**src/rtl/bp_fe_pkg.sv**
```systemverilog
// Shared front-end types for the BHT update path.
// The idx field width is fixed here; keep the queue's bht_idx_width_p at the default.
package bp_fe_pkg;

  localparam int bht_idx_width_gp = 9;

  typedef struct packed {
    logic [bht_idx_width_gp-1:0] idx;
    logic                        taken;
  } bp_fe_bht_upd_entry_s;

  typedef struct packed {
    logic                        w_v;
    logic [bht_idx_width_gp-1:0] idx;
    logic                        correct;
    logic                        pred_taken;
  } bp_fe_bht_upd_s;

endpackage

```
**src/rtl/bp_fe_bht_upd_fifo.sv**
```systemverilog
// Circular buffer holding in-flight predictions.
// It supports simultaneous enqueue and dequeue and a flush that squashes everything left.
module bp_fe_bht_upd_fifo #(
  parameter int els_p   = 8,
  parameter int width_p = 10
) (
  input  logic               clk_i,
  input  logic               reset_n_i,
  input  logic               enq_v_i,
  input  logic [width_p-1:0] enq_data_i,
  input  logic               deq_v_i,
  input  logic               flush_i,
  output logic [width_p-1:0] head_o,
  output logic               ready_o,
  output logic               empty_o
);

  localparam int ptr_w = $clog2(els_p);

  logic [width_p-1:0] mem [els_p];
  logic [ptr_w-1:0]   rptr, wptr, rptr_n, wptr_n;
  logic [ptr_w:0]     count, count_n;
  logic               ready;
  logic               enq_fire, deq_fire;

  // A flush squashes any same-cycle enqueue. The dequeue still pops, so its result stays valid.
  assign enq_fire = enq_v_i & ready & ~flush_i;
  assign deq_fire = deq_v_i & (count != '0);

  // Next pointers and count. A flush snaps the read pointer onto the write pointer.
  always_comb begin
    wptr_n  = wptr + ptr_w'(enq_fire);
    rptr_n  = rptr + ptr_w'(deq_fire);
    count_n = count + (ptr_w+1)'(enq_fire) - (ptr_w+1)'(deq_fire);
    if (flush_i) begin
      rptr_n  = wptr;
      count_n = '0;
    end
  end

  // Pointer, count and registered ready state.
  always_ff @(posedge clk_i) begin
    if (!reset_n_i) begin
      rptr  <= '0;
      wptr  <= '0;
      count <= '0;
      ready <= 1'b1;
    end else begin
      rptr  <= rptr_n;
      wptr  <= wptr_n;
      count <= count_n;
      ready <= (count_n != (ptr_w+1)'(els_p));
    end
  end

  // Entry storage. Contents need no reset because the count gates every read.
  always_ff @(posedge clk_i) begin
    if (enq_fire) mem[wptr] <= enq_data_i;
  end

  assign head_o  = mem[rptr];
  assign ready_o = ready;
  assign empty_o = (count == '0);

endmodule

```
**src/rtl/bp_fe_bht_update_queue.sv**
```systemverilog
// Tracks in-flight branch predictions and converts in-order resolutions into
// registered BHT write-port updates. It also keeps saturating resolve and mispredict counters.
module bp_fe_bht_update_queue
  import bp_fe_pkg::*;
#(
  parameter int bht_idx_width_p = bht_idx_width_gp,
  parameter int els_p           = 8,
  parameter int perf_width_p    = 16
) (
  input  logic                       clk_i,
  input  logic                       reset_n_i,
  input  logic                       enq_v_i,
  output logic                       enq_ready_o,
  input  logic [bht_idx_width_p-1:0] enq_idx_i,
  input  logic                       enq_taken_i,
  input  logic                       res_v_i,
  input  logic                       res_taken_i,
  input  logic                       flush_i,
  output logic                       bht_w_v_o,
  output logic [bht_idx_width_p-1:0] bht_idx_w_o,
  output logic                       bht_correct_o,
  output logic                       bht_pred_taken_o,
  output logic                       empty_o,
  output logic                       err_underflow_o,
  output logic [perf_width_p-1:0]    perf_res_o,
  output logic [perf_width_p-1:0]    perf_mispred_o
);

  bp_fe_bht_upd_entry_s   enq_entry, head;
  bp_fe_bht_upd_s         upd;
  logic                   empty, res_fire, mispred;
  logic                   err;
  logic [perf_width_p-1:0] perf_res, perf_mispred;

  assign enq_entry = '{idx: enq_idx_i, taken: enq_taken_i};

  bp_fe_bht_upd_fifo #(
    .els_p   (els_p),
    .width_p ($bits(bp_fe_bht_upd_entry_s))
  ) fifo (
    .clk_i      (clk_i),
    .reset_n_i  (reset_n_i),
    .enq_v_i    (enq_v_i),
    .enq_data_i (enq_entry),
    .deq_v_i    (res_v_i),
    .flush_i    (flush_i),
    .head_o     (head),
    .ready_o    (enq_ready_o),
    .empty_o    (empty)
  );

  // A resolve against an empty queue never pops and never writes the BHT.
  assign res_fire = res_v_i & ~empty;
  assign mispred  = (head.taken != res_taken_i);

  // Result register. The valid bit pulses for one cycle and the payload holds until the next resolve.
  always_ff @(posedge clk_i) begin
    if (!reset_n_i) begin
      upd <= '0;
    end else begin
      upd.w_v <= res_fire;
      if (res_fire) begin
        upd.idx        <= head.idx;
        upd.correct    <= ~mispred;
        upd.pred_taken <= head.taken;
      end
    end
  end

  // Sticky underflow flag. Only reset clears it.
  always_ff @(posedge clk_i) begin
    if (!reset_n_i)                err <= 1'b0;
    else if (res_v_i && empty)     err <= 1'b1;
  end

  // Perf counters stop at all-ones instead of wrapping.
  always_ff @(posedge clk_i) begin
    if (!reset_n_i) begin
      perf_res     <= '0;
      perf_mispred <= '0;
    end else if (res_fire) begin
      if (perf_res != '1)                perf_res     <= perf_res + 1'b1;
      if (mispred && perf_mispred != '1) perf_mispred <= perf_mispred + 1'b1;
    end
  end

  assign bht_w_v_o        = upd.w_v;
  assign bht_idx_w_o      = upd.idx;
  assign bht_correct_o    = upd.correct;
  assign bht_pred_taken_o = upd.pred_taken;
  assign empty_o          = empty;
  assign err_underflow_o  = err;
  assign perf_res_o       = perf_res;
  assign perf_mispred_o   = perf_mispred;

endmodule

```
**config.mk**
```make
export PLATFORM = sky130hd
export DESIGN_NAME = bp_fe_bht_update_queue
export DESIGN_NICKNAME = d
export VERILOG_FILES = /design/src/rtl/bp_fe_pkg.sv /design/src/rtl/bp_fe_bht_upd_fifo.sv /design/src/rtl/bp_fe_bht_update_queue.sv
export SDC_FILE = /design/constraint.sdc
export NUM_CORES = 1
export LEC_CHECK = 0
export CAP_MARGIN = 10
export CORE_MARGIN = 3
export CORE_UTILIZATION = 40
export CTS_CLUSTER_SIZE = 28
export DETAILED_ROUTE_END_ITERATION = 10
export PLACE_DENSITY = 0.62
export SYNTH_ARGS = -nofsm -noshare
export SYNTH_HDL_FRONTEND = slang
export SYNTH_SLANG_ARGS = --single-unit
```
**constraint.sdc**
```tcl
create_clock -name clk_i -period 2.4 [get_ports clk_i]
set_input_delay 0.72 -clock clk_i [delete_from_list [all_inputs] [get_ports clk_i]]
set_output_delay 0.72 -clock clk_i [all_outputs]
set_load 0.03 [all_outputs]
```
==> summary.md <==
| Metric | Value |
|---|---|
| Area post-placement | `6650 um2` |
| # rows | `42` |
| PortBufs | `62` |
| Critical path arrival | `1.61 ns` |
| Layout cell share with drive strength beyond 1 | `19.0%` |
| Crit Path Max Fanout | `8` |
| Iter 0 DRT Violations | `366` |
| Worst r2r path cells | `10` |
| Period minus WS final | `2.33 ns` |
| Max stage delay cell, worst path | `clkdlybuf4s50_1` |
| Synthesized Nets | `447` |
| Clk sinks | `136` |
| Final hold vios | `0` |
| Clock skew | `0.00695 ns` |
| Main combinational cell family by area after synthesis | `simple AND/OR/NAND/NOR gates` |
| Initial Util | `41.5%` |
| Buffers and inverters on the worst path | `1` |
| Compound-cell area share of the yosys netlist | `5.51%` |
| Critical Path End Type | `output port` |
| RePlAce Congestion | `0.817` |
| Die height | `124 um` |
| Worst Hold End | `err_underflow_o$_SDFFE_PN0P_` |
| Core Util, Final | `53.9%` |
| FF-to-FF End | `fifo.ready_o$_SDFF_PN1_` |
| Async set-or-reset flop fraction in the synthesized netlist | `0%` |
| Cell variety after synth | `39` |
| Die width | `124 um` |
| Peak supply drop | `553 uV` |
| Leak | `2.40 nW` |
| Final routed DRC violation total | `0` |
| Synth Flop Type | `edfxtp_1` |
| TritonCTS Buffers | `17` |
| Hold path startpoint | `err_underflow_o$_SDFFE_PN0P_` |
| Period utilization | `97.2%` |
| First-pass GRT wire length | `19.0 mm` |
| Power per Cell Area | `949 nW/um2` |
| Sequential area share after synthesis | `63.1%` |
| Post-synthesis mux area share | `10.8%` |
| Startpoint types | `flop` |
| Post-Place Worst Slack | `-0.209 ns` |
| Final Cell Area | `7250 um2` |
| Setup violators final | `0` |
| Ordered cell list for the critical path | `clkdlybuf4s50_1` |
| Fin. max-slew vios | `0` |
| Critical R2R Launch | `fifo.count[2]$_SDFF_PN0_` |
| Post-Synth Adder-Cell Area | `2.38%` |
| Worst-path clk slew | `0.06 ns` |
| ANT nets after route | `0` |
| Placed wire-length estimate | `8.09 mm` |
| Core Region | `13500 um2` |
| Via count | `3715` |
| Post CTS Setup Buffer Count | `0` |
| Die Footprint | `15400 um2` |
| Crit Path Class | `flop to output port` |
| Max-Cap Viols | `0` |
| Hold_buf cts | `0` |
| Synth Area in XOR/XNOR | `3.29%` |
| Pin count of the biggest net entering global routing | `33` |
| Cell family with most CP delay | `buffers and inverters` |
| Initial antenna violation count | `0` |
| Setup_tns | `0 ns` |
| Achievable frequency | `429 MHz` |
| Root Driver | `clkbuf_16` |
| Least-Margin Pin Slew | `0.435 ns` |
| Vias in the first global route | `3585` |
| EDFF count, synth | `80` |
| Avg Vias per Cell | `5.25` |
| Yosys reg bits | `136` |
| Cells after synthesis | `421` |
| Status | `completed` |
| CTS tree | `built` |
| Hold depth | `2` |
| Clock Latency Late Sink | `0.42 ns` |
| Netlist Area Pre-Place | `5580 um2` |
| Grt ovf | `0` |
| I/O pin total | `63` |
| Clock Path Buffers | `2` |
| Setup ws final | `0.0666 ns` |
| Synthesis-to-layout area growth | `29.9%` |
| Total Wirelength | `12.0 mm` |
| Synth Warn # | `0` |
| Diode count | `0` |
| Wire length per cell | `16.9 um` |
| H-tree Lvls | `4` |
| Worst R2R Setup Slack | `0.11 ns` |
| Detailed Routing Iterations Pass 1 | `4` |
| Post-layout nets | `545` |
| Post-synthesis simple-gate area fraction | `12.5%` |
| Mean Syn Cell Area | `13.3 um2` |
| Max transition margin | `70.6%` |
| Worst path max stage delay | `0.73 ns` |
| CP required | `1.68 ns` |
| Min-delay worst type | `flop to flop` |
| Total GRT Usage | `16.7%` |
==> metrics by stage <==
stage	hold WS, ns	cells	total power [mW]
CTS	0.495	707	6.90
floorplan	0.509	421	3.80
detailed placement	0.481	675	4.38
finish	0.496	708	6.88
global route	0.516	708	7.21
global placement	0.472	675	4.35
==> registers in the layout, summed over array words and instances (netlist names), 3 cells and up <==
signal and flops:
bht_idx_w_o 9, fifo.count 4, fifo.mem 80, fifo.rptr 3, fifo.wptr 3, perf_mispred_o 16
perf_res_o 16
==> cells in the mapped netlist, drive strengths merged (2+ instances only) <==
library cell	n	area, um2
a211oi	11	82.6
a21oi	17	85.1
and2	5	31.3
and3	3	18.8
and4	4	35.0
buf	8	41.3
clkbuf	14	52.6
dfxtp	56	1120
edfxtp	80	2400
ha	9	113
inv	11	41.3
mux2i	14	140
mux4	20	450
nand2	18	67.6
nand2b	5	31.3
nand3	15	75.1
nand4	7	43.8
nor2	46	173
nor3	8	40.0
nor3b	3	22.5
nor4	5	31.3
nor4b	2	17.5
o21ai	9	45.0
o31ai	6	45.0
o41ai	3	26.3
or3	9	56.3
or3b	2	17.5
or4	5	37.5
xnor2	20	175
==> timing repair <==
action,4_1_cts,5_1_grt
setup endpoints to repair,12,12
pin swaps,0,0
cloned,0,1
gates resized for setup,5,5
==> where the power goes <==
| group | internal (mW) | switching [mW] | total [mW] | leakage [nW] |
|---|---|---|---|---|
| Clock | 1.44 | 1.04 | 2.49 | 0.274 |
| Combinational | 0.747 | 0.900 | 1.65 | 0.947 |
| Sequential | 2.65 | 0.100 | 2.75 | 1.18 |
==> how the worst max path moves through the flow <==
stage	start	cells after the start	endpoint
finish	perf_mispred_o[2]$_SDFFE_PN0P_	1	perf_mispred_o[2]
global placement	res_v_i	8	fifo.ready_o$_SDFF_PN1_
CTS	fifo.count[2]$_SDFF_PN0_	6	empty_o
global route	fifo.count[2]$_SDFF_PN0_	10	fifo.ready_o$_SDFF_PN1_
detailed placement	res_v_i	8	fifo.ready_o$_SDFF_PN1_
floorplan	fifo.count[2]$_SDFF_PN0_	12	fifo.ready_o$_SDFF_PN1_
==> worst reg2reg max path, cell delays in order (launching register included) <==
cell,delay (ns)
dfxtp_1,0.30
inv_2,0.05
ha_1,0.13
or3b_4,0.38
and2_1,0.19
nand2_2,0.09
o21ai_0,0.10
ha_2,0.19
fa_1,0.41
xnor2_2,0.19
o2111ai_1,0.13
==> layout make-up <==
cell class / count / area [um2]
inverter: 11 / 43.8
sequential: 136 / 3530
tap: 176 / 220
timing repair buffer: 100 / 938
clock buffer: 17 / 425
clock inverter: 15 / 138
fill: 1146 / 6200
multi-input combinational: 253 / 1960
==> cells in the final DEF, fill, tap and decap left out, drive strengths merged, types with 4 or more instances in the layout <==
master	n
a211oi	11
a21oi	17
and2	5
and4	4
buf	39
clkbuf	17
clkdlybuf4s50	60
clkinv	4
dfxtp	56
edfxtp	80
ha	9
inv	19
mux2i	14
mux4	20
nand2	18
nand2b	5
nand3	15
nand4	7
nor2	46
nor3	8
nor4	5
o21ai	9
o31ai	6
or3	9
or4	5
xnor2	20
==> per-layer routing <==
| layer | global-route usage [%] | part of all wire (%) | vias up |
|---|---|---|---|
| li1 | - | - | 1787 |
| met4 | 5.75 | 0.97 | 0 |
| met2 | 26.2 | 47 | 95 |
| met5 | 0 | 0 | - |
| met1 | 22.1 | 46 | 1824 |
| met3 | 5.22 | 5.7 | 9 |
==> logic make-up (layout without fill, tap and decap cells) <==
logic type,after synthesis,count (layout)
AOI/OAI and AO/OA,49,49
xor gates and xnor gates,21,21
adders and majority gates,10,10
buffers and inverters,33,143
DFF,136,136
muxes,35,36
and+or+nand+nor,137,137
Note: power is estimated with default switching activity, not from simulation.
